## src/rtl/fifo_wr_arb_if.sv

```systemverilog
// Write-side arbiter bus: requester handshakes, FIFO write port and
// arbitration status, bundled so the arbiter and its environment share one
// declaration.
interface fifo_wr_arb_if #(
    parameter int unsigned DSIZE = 8,
    parameter int unsigned NREQ  = 4
);
    localparam int unsigned GW = $clog2(NREQ);

    // Requester side
    logic [NREQ-1:0]       req_valid;
    logic [NREQ-1:0]       req_last;
    logic [NREQ*DSIZE-1:0] req_data;
    logic [NREQ-1:0]       req_ready;

    // FIFO write port
    logic [DSIZE-1:0]      wdata;
    logic                  winc;
    logic                  wfull;

    // Arbitration status
    logic [GW-1:0]         grant_id;
    logic                  busy;

    // The arbiter
    modport slave (
        input  req_valid, req_last, req_data, wfull,
        output req_ready, wdata, winc, grant_id, busy
    );

    // Requesters plus FIFO, seen from outside the arbiter
    modport master (
        output req_valid, req_last, req_data, wfull,
        input  req_ready, wdata, winc, grant_id, busy
    );
endinterface

```

## src/rtl/fifo_wr_arb.sv

```systemverilog
// Round-robin write-port arbiter for the async FIFO write side.
// A grant is held for a whole packet (up to MAXLEN beats, then forcibly
// released). The FIFO write enable is never raised while wfull is high.
module fifo_wr_arb #(
    parameter int unsigned DSIZE  = 8,
    parameter int unsigned NREQ   = 4,
    parameter int unsigned MAXLEN = 16
) (
    input  logic         wclk,
    input  logic         wrst_n,
    fifo_wr_arb_if.slave bus
);
    localparam int unsigned GW = $clog2(NREQ);
    // Beat count value at which the current beat is the last one allowed
    localparam logic [7:0] BCNT_LAST = 8'(MAXLEN - 1);

    typedef enum logic {
        IDLE = 1'b0,
        XFER = 1'b1
    } state_t;

    state_t          state_q, state_d;
    logic [GW-1:0]   grant_id_q, grant_id_d;
    logic [GW-1:0]   last_gnt_q, last_gnt_d;
    logic [7:0]      bcnt_q, bcnt_d;

    logic            any_valid;
    logic [GW-1:0]   winner;
    logic            gnt_valid;
    logic            gnt_last;
    logic            beat;
    logic            rel;

    // State register: FSM state, grant owner, round-robin pointer, beat count
    always_ff @(posedge wclk or negedge wrst_n) begin
        if (!wrst_n) begin
            state_q    <= IDLE;
            grant_id_q <= '0;
            last_gnt_q <= GW'(NREQ - 1);
            bcnt_q     <= '0;
        end else begin
            state_q    <= state_d;
            grant_id_q <= grant_id_d;
            last_gnt_q <= last_gnt_d;
            bcnt_q     <= bcnt_d;
        end
    end

    // Round-robin winner: first valid requester after last_gnt, wrapping mod NREQ
    always_comb begin
        logic [GW-1:0] idx;
        any_valid = 1'b0;
        winner    = '0;
        idx       = '0;
        for (int unsigned k = 1; k <= NREQ; k++) begin
            idx = GW'((32'(last_gnt_q) + k) % NREQ);
            if (!any_valid && bus.req_valid[idx]) begin
                any_valid = 1'b1;
                winner    = idx;
            end
        end
    end

    // Beat and release qualification for the current owner
    always_comb begin
        gnt_valid = bus.req_valid[grant_id_q];
        gnt_last  = bus.req_last[grant_id_q];
        beat      = (state_q == XFER) && gnt_valid && !bus.wfull;
        // last-beat and MAXLEN conditions together still give one release
        rel       = beat && (gnt_last || (bcnt_q == BCNT_LAST));
    end

    // Next-state logic: grant in IDLE, count beats and release in XFER
    always_comb begin
        state_d    = state_q;
        grant_id_d = grant_id_q;
        last_gnt_d = last_gnt_q;
        bcnt_d     = bcnt_q;
        case (state_q)
            IDLE: begin
                if (any_valid) begin
                    grant_id_d = winner;
                    bcnt_d     = '0;
                    state_d    = XFER;
                end
            end
            XFER: begin
                if (rel) begin
                    last_gnt_d = grant_id_q;
                    bcnt_d     = '0;
                    state_d    = IDLE;
                end else if (beat) begin
                    bcnt_d = bcnt_q + 8'd1;
                end
            end
            default: begin
                state_d = IDLE;
            end
        endcase
    end

    // Output logic: FIFO write strobe, data mux and per-requester ready
    always_comb begin
        bus.winc      = beat;
        bus.wdata     = '0;
        bus.req_ready = '0;
        for (int unsigned i = 0; i < NREQ; i++) begin
            if (grant_id_q == GW'(i)) begin
                bus.wdata        = bus.req_data[i*DSIZE +: DSIZE];
                bus.req_ready[i] = (state_q == XFER) && !bus.wfull;
            end
        end
    end

    assign bus.grant_id = grant_id_q;
    assign bus.busy     = (state_q == XFER);

    // Protocol invariants
    a_no_write_when_full: assert property (@(posedge wclk) disable iff (!wrst_n)
        !(bus.winc && bus.wfull));
    a_bcnt_bounded: assert property (@(posedge wclk) disable iff (!wrst_n)
        32'(bcnt_q) < MAXLEN);
    a_ready_onehot: assert property (@(posedge wclk) disable iff (!wrst_n)
        $onehot0(bus.req_ready));
endmodule
```

## src/flat_wrapper.sv

```systemverilog
// flat-port wrapper written by rule: the top's interface ports become plain ports
module fifo_wr_arb_flat 
#(
    parameter int unsigned DSIZE  = 8,
    parameter int unsigned NREQ   = 4,
    parameter int unsigned MAXLEN = 16
)
  (wclk, wrst_n, bus_req_valid, bus_req_last, bus_req_data, bus_wfull, bus_req_ready, bus_wdata, bus_winc, bus_grant_id, bus_busy);
  fifo_wr_arb_if #(.DSIZE(DSIZE), .NREQ(NREQ)) bus_i ();
  input  logic wclk;
  input  logic wrst_n;
  input wire logic [$bits(bus_i.req_valid)-1:0] bus_req_valid;
  input wire logic [$bits(bus_i.req_last)-1:0] bus_req_last;
  input wire logic [$bits(bus_i.req_data)-1:0] bus_req_data;
  input wire logic [$bits(bus_i.wfull)-1:0] bus_wfull;
  output wire logic [$bits(bus_i.req_ready)-1:0] bus_req_ready;
  output wire logic [$bits(bus_i.wdata)-1:0] bus_wdata;
  output wire logic [$bits(bus_i.winc)-1:0] bus_winc;
  output wire logic [$bits(bus_i.grant_id)-1:0] bus_grant_id;
  output wire logic [$bits(bus_i.busy)-1:0] bus_busy;
  assign bus_i.req_valid = bus_req_valid;
  assign bus_i.req_last = bus_req_last;
  assign bus_i.req_data = bus_req_data;
  assign bus_i.wfull = bus_wfull;
  assign bus_req_ready = bus_i.req_ready;
  assign bus_wdata = bus_i.wdata;
  assign bus_winc = bus_i.winc;
  assign bus_grant_id = bus_i.grant_id;
  assign bus_busy = bus_i.busy;
  fifo_wr_arb #(.DSIZE(DSIZE), .NREQ(NREQ), .MAXLEN(MAXLEN)) u_core (.wclk(wclk), .wrst_n(wrst_n), .bus(bus_i));
endmodule
```

## config.mk

```make
export PLATFORM = sky130hd
export DESIGN_NAME = fifo_wr_arb_flat
export DESIGN_NICKNAME = d
export VERILOG_FILES = /design/src/rtl/fifo_wr_arb_if.sv /design/src/rtl/fifo_wr_arb.sv /design/src/flat_wrapper.sv
export SDC_FILE = /design/constraint.sdc
export NUM_CORES = 1
export LEC_CHECK = 0
export CAP_MARGIN = 20
export CORE_MARGIN = 2
export CORE_UTILIZATION = 39
export CTS_CLUSTER_SIZE = 30
export DETAILED_ROUTE_END_ITERATION = 7
export PLACE_DENSITY_LB_ADDON = 0.08
export REMOVE_ABC_BUFFERS = 1
export SYNTH_ARGS = -nofsm -noshare
export SYNTH_HDL_FRONTEND = slang
export SYNTH_SLANG_ARGS = --single-unit
```

## constraint.sdc

```tcl
create_clock -name wclk -period 2 [get_ports wclk]
set_input_delay 0.4 -clock wclk [delete_from_list [all_inputs] [get_ports wclk]]
set_output_delay 0.4 -clock wclk [all_outputs]
set_load 0.03 [all_outputs]
```

[Word-level counts from Yosys, hierarchy flattened]
Cells that the tools add are included.
Operators by class
  $add $sub $neg: 5
  magnitude comparators: 5
  equal/unequal tests: 6
  mux-type cells: 35
  bitwise logic cells: 1
  reductions and logical operators: 16
Operators by type and width (number)
  $mux W8: 7
  $mux W1: 16
  $pmux W8 S2: 1
  $lt A2 B3 Y1 const B: 5
  $bmux W1 S2: 6
  $add A8 B1 Y8 const B: 1
  $eq A8 B4 Y1 const B: 1
  $mux W2: 4
  $logic_and A1 B1 Y1: 7
  $reduce_and A2 Y1: 3
  $add A2 B1 Y2 const B: 2
  $add A2 B2 Y2 const B: 2
  $eq A2 B2 Y1 const B: 2
  $logic_not A1 Y1: 4
  $ne A3 B3 Y1 const B: 1
  $eq A2 B1 Y1 const B: 1
  $logic_not A2 Y1: 1
  $ne A2 B1 Y1 const B: 1
  $pmux W1 S2: 1
  $logic_or A1 B1 Y1: 1
  $not A1 Y1: 1
Word-level totals
  flip-flop bits (word level): 13
  bits of input ports: 43
  output and inout bits: 16

[Longest topological paths before layout]
Gate-level depths: netlist of run 1.
  word-level depth: 15
  mapped depth: 5
  gate-level depth less buffers: 5

[Least setup slack after synthesis of run 1]
No wires, ideal clock.
  path type: reg2out
  start: reg u_core.grant_id_q[0], in the netlist u_core.bus.grant_id[0]
  end: out bus_req_ready[0]
  arrival time: 1.927 ns
  required time: 1.600 ns
  path slack: -0.327 ns
  stages on the path, launching flop included: 4
  path buffers: 2
  path through: dfrtp_1 buf_6 clkbuf_1 nor4_1
Between the ends
  cells in the longest elaborated chain, start to end: 2
Ends and longest elaborated chain
  start, declared: RTL line fifo_wr_arb.sv:23  | logic [GW-1:0] grant_id_q, grant_id_d;
  start signal, assigned: RTL line fifo_wr_arb.sv:43  | grant_id_q <= grant_id_d;
  $logic_not A2 Y1: RTL line fifo_wr_arb.sv:108  | if (grant_id_q == GW'(i)) begin
  $mux W1: RTL line fifo_wr_arb.sv:108
  end, declared: RTL line flat_wrapper.sv:16  | output wire logic [$bits(bus_i.req_ready)-1:0] bus_req_ready;
No other way between the ends.

[Final worst setup path of run 1]
  start: reg u_core.grant_id_q[0], in the netlist u_core.bus.grant_id[0]
  end: out bus_wdata[1]
Between the ends
  cells in the longest elaborated chain, start to end: 5
  elaborated cells between the ends (all ways): 8
  those cells by class: eq/ne (3); mux (4); reduce/logical (1)
Ends and longest elaborated chain
  $logic_not A2 Y1: RTL line fifo_wr_arb.sv:108
  $mux W8 (3 in a row): RTL line fifo_wr_arb.sv:108
  $mux W8 *: RTL line fifo_wr_arb.sv:108
  end, declared: RTL line flat_wrapper.sv:17  | output wire logic [$bits(bus_i.wdata)-1:0] bus_wdata;
Mark *: on every way between the ends. The rest lies on a longest branch, timed or not.

==> results by group, run 1 <==
Outcome
  • Status: completed

Clock tree
  • CTS clock-pin slew for the worst setup and hold paths: 80 ps
  • H-tree depth: 1
  • Max clock buf depth: 2
  • CTS tree: yes
  • Root buffer cell: clkbuf_4
  • Num CTS Buffers: 3
  • Hold_buf cts: 0
  • CTS Sinks: 13
  • Clk_lat worst skew: 280 ps

Placed design
  • I/O Buffers: 58
  • Area after DPL: 0.00179 sq mm
  • GP Congestion: 0.800
  • Inst Count DP: 203
  • Half-perimeter wire length after placement: 2560 um
  • Place WS: -472 ps

STA
  • Final setup violation count: 0
  • Final Hold Viols: 0
  • Final Cycle Share: 0.998
  • Max-slew headroom: 0.608
  • Setup slack after layout: 4.60 ps
  • Clock skew: 3.09 ps
  • Max frequency: 501 MHz
  • Setup TNS: 0 ps
  • RSZ-0062 raised after global routing: yes
  • Worst Max-Slew Pin Slew: 587 ps
  • Crit path time final: 2000 ps
  • Max-slew violation count: 0

Logic synthesis
  • Post-synthesis instance total: 104
  • Syn. warnings: 0
  • Number of synthesized flops with an enable pin: 0
  • Primary FF master, synth: dfrtp_1
  • Synthesized area: 0.00110 sq mm
  • Post-synth cell types: 42
  • Post-Syn Area per Cell: 10.6 sq um
  • Ys async rst share: 1.00
  • Synth Register Bits: 13
  • Sequential fraction of the synthesis area: 0.298

Worst setup path
  • CP bufs+invs: 3
  • Crit Path Max Fanout: 4
  • Critical Path Sink Type: output pin
  • CP delay by family, top: multiplexers
  • CP Class: reg -> out
  • R2r endpoint: u_core.bcnt_q[2]
  • Slowest stage cell on the critical path: mux4_2
  • Internal reg-to-reg setup slack: 100 ps
  • CP max stage delay: 510 ps
  • Critical path data arrival time: 1600 ps
  • Type of origin of the critical path: flip-flop
  • Crit-path cells: buf_12, buf_8, mux4_2, buf_6
  • Worst endpoint required time: 1600 ps
  • Worst Reg-to-Reg Cells: 6
  • RR Startpoint: u_core.bus.grant_id[0]

Pwr
  • Peak supply drop: 1.11 mV
  • Pwr/cell area: 1390 mW/mm^2
  • Static Leak: 0.821 nW

Detailed routing
  • Antenna Nets Post-Route: 0
  • DR WL/cell: 16.0 um
  • Routed via count: 1188
  • Via density per instance: 5.63
  • Final wirelength: 3380 um
  • Initial drt markers: 49
  • Drc violations: 0
  • DR pass1 iterations: 5

Finish
  • Area grow syn2layout: 73.2%
  • Fin area: 0.00190 sq mm
  • Commonest non-fill, non-tap cell in the layout: clkdlybuf4s50_1
  • Share of cells above drive strength 1: 0.344
  • Nets: 225
  • Fin cells: 211
  • Fill cells: 207
  • Most frequent cells in the layout: 39 x clkdlybuf4s50_1, 19 x buf_4, 16 x nand2_1
  • Core Util, Final: 0.702
  • Diode count: 0

Floorplan
  • Full die area: 0.00326 sq mm
  • Core area: 0.00271 sq mm
  • Top Ports: 59
  • FP Rows: 19
  • Die H: 57.1 um
  • Starting Density: 0.405
  • Die W: 57.1 um

Global routing
  • Vias in the first global route: 1237
  • Total GRT Usage: 0.211
  • First-pass GRT wire length: 5450 um
  • Initial antenna violation count: 0
  • Remaining Overflow, GRT: 0
  • Largest net degree at the start of global routing: 17

Min path
  • Hold crit path type: in -> async

Run
  • Max_cap viols: 0
cell families after synthesis:
kind of cell,after synthesis,synth area share
AOI/OAI and AO/OA,28,0.205
adders and majority gates,1,0.0114
buffers and inverters,8,0.0433
DFF,13,0.298
muxes,14,0.255
and+or+nand+nor,40,0.187
final cells by class:
type | instances | area, sq um | area share
timing repair buffer | 77 | 762 | 0.400
multi-input combinational | 83 | 736 | 0.387
sequential | 13 | 329 | 0.173
tap | 31 | 38.8 | 0.0204
clock buffer | 4 | 26.3 | 0.0138
inverter | 3 | 11.3 | 0.00592
cell usage after synthesis (2+ instances only):
| master | number | share of area |
|---|---|---|
| o21ai_0 | 4 | 0.018 |
| buf_6 | 2 | 0.020 |
| inv_1 | 3 | 0.010 |
| nand3_1 | 2 | 0.0091 |
| nand2b_1 | 2 | 0.011 |
| mux2_4 | 2 | 0.027 |
| o2111ai_1 | 3 | 0.024 |
| mux4_2 | 9 | 0.18 |
| dfstp_2 | 2 | 0.048 |
| dfrtp_1 | 11 | 0.25 |
| nor4_1 | 2 | 0.011 |
| o211ai_1 | 4 | 0.027 |
| a21oi_1 | 4 | 0.018 |
| a31oi_1 | 2 | 0.011 |
| buf_2 | 2 | 0.0091 |
| o21a_1 | 2 | 0.014 |
| nand2_1 | 16 | 0.055 |
| nor3_1 | 2 | 0.0091 |
| nor2_1 | 7 | 0.024 |
registers in the layout, indices dropped and copies added (netlist names):
signal / flops
u_core.bus.grant_id: 2
u_core.last_gnt_q: 2
u_core.bcnt_q: 8
u_core.bus.busy: 1
layer usage:
| metal | global-route usage | up-vias | share of wire |
|---|---|---|---|
| li1 | - | 557 | - |
| met1 | 0.275 | 564 | 0.41 |
| met2 | 0.355 | 61 | 0.49 |
| met3 | 0.0454 | 6 | 0.084 |
| met4 | 0.0598 | 0 | 0.017 |
| met5 | 0 | - | 0 |
metrics by stage:
step                hold WS (ps)  total power, mW
floorplan                    104             1.62
global placement             498             2.25
detailed placement           515             2.29
CTS                          510             2.56
global route                 528             2.80
finish                       486             2.64
power breakdown:
group / total, mW / leakage, nW / switching [mW] / internal [mW]
registers: 0.529 / 0.139 / 0.135 / 0.393
clock network: 0.169 / 0.0150 / 0.0913 / 0.0774
logic: 1.94 / 0.668 / 0.959 / 0.982
what timing repair did:
| action | in CTS | in global routing |
|---|---|---|
| pin swaps | 1 | 2 |
| cloned | 1 | 0 |
| setup endpoints to repair | 12 | 12 |
| buffers inserted | 2 | 1 |
| gates resized for setup | 46 | 12 |
worst max path at each step:
stage	to	depth (start not counted)	slack [ps]	startpoint
after detailed placement	bus_winc	4	-470	bus_req_valid[3]
after global placement	bus_winc	4	-460	bus_req_valid[3]
final	bus_wdata[1]	4	5	u_core.bus.grant_id[0]
after floorplan	bus_req_ready[0]	1	-190	u_core.bus.grant_id[0]
after CTS	bus_wdata[1]	4	-5	u_core.bus.grant_id[0]
after global routing	bus_wdata[6]	4	-60	u_core.bus.grant_id[0]
Note: power is estimated with default switching activity, not from simulation.
==> run 2: changes to the inputs <==
CORE_UTILIZATION = 37   (was 39)
==> run 2 against run 1 <==
  * The run now ends with negative setup slack left
  * Clock skew shrank 0.55 ps
  * Maximum frequency down 1.1%
  * Critical path depth stayed put
  * Utilization is 2.3 points lower
  * First-iteration DRC count fell by 14%
  * Sequential power is essentially flat
  * Hold slack improved by 23 ps
  * Clock power rose by 5%
  * Clock-buffer cell count is the same
==> results by group, run 2 (synthesized netlist as in run 1, its figures left out) <==
Pwr
  • Pwr/cell area: 1370 mW/mm^2 (was 1390 mW/mm^2)
  • Peak supply drop: 1.01 mV (was 1.11 mV)
  • Total power draw: 2.59 mW (was 2.64 mW)
  • Static Leak: 0.814 nW (was 0.821 nW)

Finish
  • Most frequent cells in the layout: 40 x clkdlybuf4s50_1, 22 x buf_4, 16 x nand2_1 (was 39 x clkdlybuf4s50_1, 19 x buf_4, 16 x nand2_1)
  • Most flop-heavy register: u_core.bcnt_q (unchanged)
  • Area grow syn2layout: 72.1% (was 73.2%)
  • Core Util, Final: 0.680 (was 0.702)
  • Fill cells: 215 (was 207)
  • Nets: 226 (was 225)
  • Share of cells above drive strength 1: 0.354 (was 0.344)
  • Largest register FFs: 8 (unchanged)
  • Commonest non-fill, non-tap cell in the layout: clkdlybuf4s50_1 (unchanged)
  • Diode count: 0 (unchanged)

Global routing
  • First-pass GRT wire length: 5550 um (was 5450 um)
  • Total GRT Usage: 0.210 (was 0.211)
  • Initial antenna violation count: 0 (unchanged)
  • Remaining Overflow, GRT: 0 (unchanged)
  • Largest net degree at the start of global routing: 17 (unchanged)
  • Vias in the first global route: 1241 (was 1237)

Placed design
  • Half-perimeter wire length after placement: 2780 um (was 2560 um)
  • GP Congestion: 0.774 (was 0.800)
  • I/O Buffers: 58 (unchanged)

STA
  • Final Cycle Share: 1.01 (was 0.998)
  • Max-slew violation count: 0 (unchanged)
  • Max frequency: 496 MHz (was 501 MHz)
  • RSZ-0062 raised after global routing: yes (unchanged)
  • Max-slew headroom: 0.564 (was 0.608)
  • Final Hold Viols: 0 (unchanged)
  • Crit path time final: 2020 ps (was 2000 ps)
  • Final setup violation count: 2 (was 0)
  • Clock skew: 2.54 ps (was 3.09 ps)
  • Worst Max-Slew Pin Slew: 652 ps (was 587 ps)
  • Setup slack after layout: -17.6 ps (was 4.60 ps)

Floorplan
  • Full die area: 0.00342 sq mm (was 0.00326 sq mm)
  • Starting Density: 0.395 (was 0.405)
  • Die W: 58.5 um (was 57.1 um)
  • Top Ports: 59 (unchanged)
  • Core area: 0.00278 sq mm (was 0.00271 sq mm)
  • Die H: 58.5 um (was 57.1 um)
  • FP Rows: 19 (unchanged)

Worst setup path
  • R2r endpoint: u_core.bcnt_q[2] (unchanged)
  • CP Class: reg -> out (unchanged)
  • RR Startpoint: u_core.bus.grant_id[0] (unchanged)
  • Type of origin of the critical path: flip-flop (unchanged)
  • Worst Reg-to-Reg Cells: 5 (was 6)
  • Worst endpoint required time: 1600 ps (about the same)
  • Critical Path Sink Type: output pin (unchanged)
  • Critical path data arrival time: 1620 ps (was 1600 ps)
  • Crit Path Max Fanout: 5 (was 4)
  • Internal reg-to-reg setup slack: 180 ps (was 100 ps)

Clock tree
  • H-tree depth: 1 (unchanged)
  • CTS clock-pin slew for the worst setup and hold paths: 90 ps (was 80 ps)
  • CTS Sinks: 13 (unchanged)
  • Hold_buf cts: 0 (unchanged)
  • Root buffer cell: clkbuf_4 (unchanged)
  • CTS tree: yes (unchanged)
  • Max clock buf depth: 2 (unchanged)
  • Clk_lat worst skew: 280 ps (about the same)
  • Num CTS Buffers: 3 (unchanged)

Detailed routing
  • Routed via count: 1155 (was 1188)
  • Initial drt markers: 42 (was 49)
  • DR pass1 iterations: 4 (was 5)
  • Antenna Nets Post-Route: 0 (unchanged)
  • Drc violations: 0 (unchanged)
  • Via density per instance: 5.45 (was 5.63)
  • Final wirelength: 3420 um (was 3380 um)
  • DR WL/cell: 16.2 um (was 16.0 um)

Outcome
  • Failing checks: negative setup slack
  • Status: finished, violations left (was completed)

Min path
  • Hold crit path type: in -> async (unchanged)

Run
  • Max_cap viols: 0 (unchanged)
## run 2: changes by cell type in the layout (fill, tap and decap cells not counted), sizes merged
cell,change
clkdlybuf4s50,+1
dlymetal6s2s,-1
buf,+1
## run 2: final cells by class
| type | count | area [sq um] | area share |
|---|---|---|---|
| inverter | 3 | 11.3 | 0.00596 |
| multi-input combinational | 83 | 746 | 0.394 |
| tap | 31 | 38.8 | 0.0205 |
| sequential | 13 | 329 | 0.174 |
| timing repair buffer | 78 | 739 | 0.391 |
| clock buffer | 4 | 26.3 | 0.0139 |
## run 2: timing repair
item / 4_1_cts / 5_1_grt
gates resized for setup: 45 / 9
endpoints found under the setup margin: 11 / 13
buffers inserted: 1 / 0
pin swaps: 0 / 1
## run 2: through the flow
step | std cells | area (sq um) | hold WS [ps] | worst slack (ps) | setup TNS, ps
2_1_floorplan | 99 | 1060 | 104 | -190 | -1540
3_3_place_gp | 207 | 1820 | 495 | -459 | -4040
3_5_place_dp | 207 | 1820 | 504 | -463 | -4340
4_1_cts | 212 | 1870 | 525 | -17.7 | -46.0
5_1_grt | 212 | 1890 | 562 | -63.0 | -216
6_report | 212 | 1890 | 509 | -17.6 | -25.2
## run 2: critical path, stage by stage, from the launching register on
cell and delay, ps:
dfrtp_2 440, buf_12 130, buf_12 90, mux4_2 510, buf_6 160
## run 2: report_power, final
part	internal, mW	leakage, nW	switching [mW]
Combinational	0.956	0.660	0.929
Sequential	0.393	0.139	0.133
Clock	0.0775	0.0150	0.100
## run 2: worst max-delay path by stage
stage	endpoint	startpoint	slack, ps
after global routing	bus_wdata[1]	u_core.bus.grant_id[0]	-60
after CTS	bus_wdata[0]	u_core.bus.grant_id[0]	-20
after detailed placement	bus_winc	bus_req_valid[0]	-460
after floorplan	bus_req_ready[0]	u_core.bus.grant_id[0]	-190
final	bus_wdata[1]	u_core.bus.grant_id[0]	-20
after global placement	bus_winc	bus_req_valid[3]	-460
## run 2: per-layer routing
metal	track usage	wire [um]
met1	0.269	1360
met2	0.377	1910
met3	0.0396	153
met4	0.0266	0
met5	0	0
==> run 3: changes to the inputs <==
CORE_ASPECT_RATIO = 0.9   (was unset)
PLACE_DENSITY = 0.79   (was unset)
PLACE_DENSITY_LB_ADDON = unset   (was 0.08)
==> run 3 against run 2 <==
  * The flow now finishes without violations
  * Register-to-register slack got worse by 70 ps
  * Clock power decreased by 3%
  * Utilization is 2.2 points lower
  * Largest cell class unchanged
  * Highest routed layer is now met4
==> results by group, run 3 (synthesized netlist as in run 1, its figures left out) <==
Outcome
  • Status: completed (was finished, violations left)

Clock tree
  • CTS Sinks: 13 (unchanged)
  • H-tree depth: 1 (unchanged)
  • CTS tree: yes (unchanged)
  • CTS clock-pin slew for the worst setup and hold paths: 80 ps (was 90 ps)
  • Num CTS Buffers: 3 (unchanged)
  • Clk_lat worst skew: 290 ps (was 280 ps)
  • Root buffer cell: clkbuf_4 (unchanged)
  • Max clock buf depth: 2 (unchanged)

Min path
  • Hold crit path type: in -> async (unchanged)

Detailed routing
  • DR pass1 iterations: 4 (unchanged)
  • Antenna Nets Post-Route: 0 (unchanged)
  • Drc violations: 0 (unchanged)
  • Initial drt markers: 47 (was 42)
  • Routed via count: 1187 (was 1155)
  • DR WL/cell: 18.0 um (was 16.2 um)
  • Final wirelength: 3990 um (was 3420 um)
  • Via density per instance: 5.37 (was 5.45)

STA
  • Max-slew headroom: 0.591 (was 0.564)
  • Final Cycle Share: 0.979 (was 1.01)
  • Clock skew: 2.05 ps (was 2.54 ps)
  • RSZ-0062 raised after global routing: yes (unchanged)
  • Setup TNS: 0 ps (was -25.2 ps)
  • Max frequency: 510 MHz (was 496 MHz)
  • Worst Max-Slew Pin Slew: 611 ps (was 652 ps)
  • Final setup violation count: 0 (was 2)
  • Crit path time final: 1960 ps (was 2020 ps)
  • Final Hold Viols: 0 (unchanged)
  • Max-slew violation count: 0 (unchanged)

Finish
  • Fill cells: 243 (was 215)
  • Most flop-heavy register: u_core.bcnt_q (unchanged)
  • Sequential cell area: 329 sq um (unchanged)
  • Core Util, Final: 0.658 (was 0.680)
  • Most frequent cells in the layout: 39 x clkdlybuf4s50_1, 24 x buf_4, 16 x nand2_1 (was 40 x clkdlybuf4s50_1, 22 x buf_4, 16 x nand2_1)
  • Multi-input logic area: 734 sq um (was 746 sq um)
  • Commonest non-fill, non-tap cell in the layout: clkdlybuf4s50_1 (unchanged)
  • Largest register FFs: 8 (unchanged)
  • Area grow syn2layout: 67.2% (was 72.1%)
  • Share of cells above drive strength 1: 0.343 (was 0.354)
  • Fin cells: 221 (was 212)
  • Diode count: 0 (unchanged)
  • Nets: 226 (unchanged)

Worst setup path
  • Critical Path Sink Type: output pin (unchanged)
  • CP delay by family, top: multiplexers (unchanged)
  • Crit-path cells: mux4_2, and2_4, buf_4 (was buf_12, buf_12, mux4_2, buf_6)
  • Worst endpoint required time: 1600 ps (about the same)
  • CP Class: reg -> out (unchanged)
  • Critical path data arrival time: 1560 ps (was 1620 ps)
  • Crit Path Max Fanout: 2 (was 5)
  • Type of origin of the critical path: flip-flop (unchanged)
  • RR Startpoint: u_core.bus.grant_id[0] (unchanged)
  • CP bufs+invs: 1 (was 3)
  • Slowest stage cell on the critical path: mux4_2 (unchanged)
  • CP max stage delay: 530 ps (was 510 ps)
  • Crit. Startpoint: u_core.bus.grant_id[1] (was u_core.bus.grant_id[0])

Floorplan
  • FP Rows: 18 (was 19)
  • Die W: 61.4 um (was 58.5 um)
  • Top Ports: 59 (unchanged)
  • Die H: 55.7 um (was 58.5 um)
  • Full die area: 0.00342 sq mm (about the same)
  • Core area: 0.00279 sq mm (was 0.00278 sq mm)
  • Starting Density: 0.393 (was 0.395)

Global routing
  • Largest net degree at the start of global routing: 17 (unchanged)
  • Initial antenna violation count: 0 (unchanged)
  • First-pass GRT wire length: 6250 um (was 5550 um)
  • Vias in the first global route: 1265 (was 1241)
  • Remaining Overflow, GRT: 0 (unchanged)
  • Total GRT Usage: 0.253 (was 0.210)

Placed design
  • GP Congestion: 0.777 (was 0.774)
  • Half-perimeter wire length after placement: 3140 um (was 2780 um)
  • Inst Count DP: 214 (was 207)
  • I/O Buffers: 58 (unchanged)

Pwr
  • Pwr/cell area: 1350 mW/mm^2 (was 1370 mW/mm^2)
  • Static Leak: 0.780 nW (was 0.814 nW)
  • Peak supply drop: 0.760 mV (was 1.01 mV)

Run
  • Max_cap viols: 0 (unchanged)
[run 3: final cells by class]
type                    instances  area share
clock buffers                   4      0.0143
inverters                       3     0.00613
multi-input cells              83       0.400
flip-flops and latches         13       0.179
well taps                      40      0.0272
repair buffers                 78       0.373
[run 3: worst paths after layout]
| kind | end | slack, ps | cells after the start |
|---|---|---|---|
| worst max-delay path | bus_winc | 40 | 3 |
| min in group wclk | u_core.bcnt_q[1] | 530 | 2 |
| worst max register to register | u_core.bcnt_q[2] | 110 | 5 |
| max in group asynchronous | u_core.bus.grant_id[0] | 1080 | 1 |
| worst min-delay path | u_core.bcnt_q[5] | 490 | 1 |
| worst min register to register | u_core.bcnt_q[1] | 530 | 2 |
[run 3: where the power goes]
group | total, mW | internal (mW) | leakage (nW) | switching [mW]
logic | 1.78 | 0.862 | 0.627 | 0.920
registers | 0.530 | 0.393 | 0.139 | 0.137
clock network | 0.173 | 0.0776 | 0.0150 | 0.0956
total | 2.49 | 1.33 | 0.780 | 1.15
[run 3: repair_timing]
action / 4_1_cts / 5_1_grt
endpoints found under the setup margin: 13 / 12
hold buffers: 0 / 0
setup buffers: 2 / 1
resized for setup: 54 / 2
[run 3: layer usage]
metal  routed length [um]  global-route usage  share of wire  vias up
met1                 1350               0.261           0.34      566
met2                 2230               0.456           0.56       45
met5                    0                   0              0        -
met3                  268              0.0721          0.067       14
met4                  138               0.112          0.035        0
li1                     -                   -              -      562
[run 3: through the flow]
stage | instance area, sq um | setup WS [ps] | hold WS (ps) | power (mW)
floorplan | 1060 | -190 | 104 | 1.62
global placement | 1820 | -452 | 495 | 2.27
detailed placement | 1820 | -512 | 519 | 2.33
CTS | 1830 | -2.24 | 511 | 2.46
global route | 1840 | -0.495 | 531 | 2.66
finish | 1840 | 41.1 | 490 | 2.49
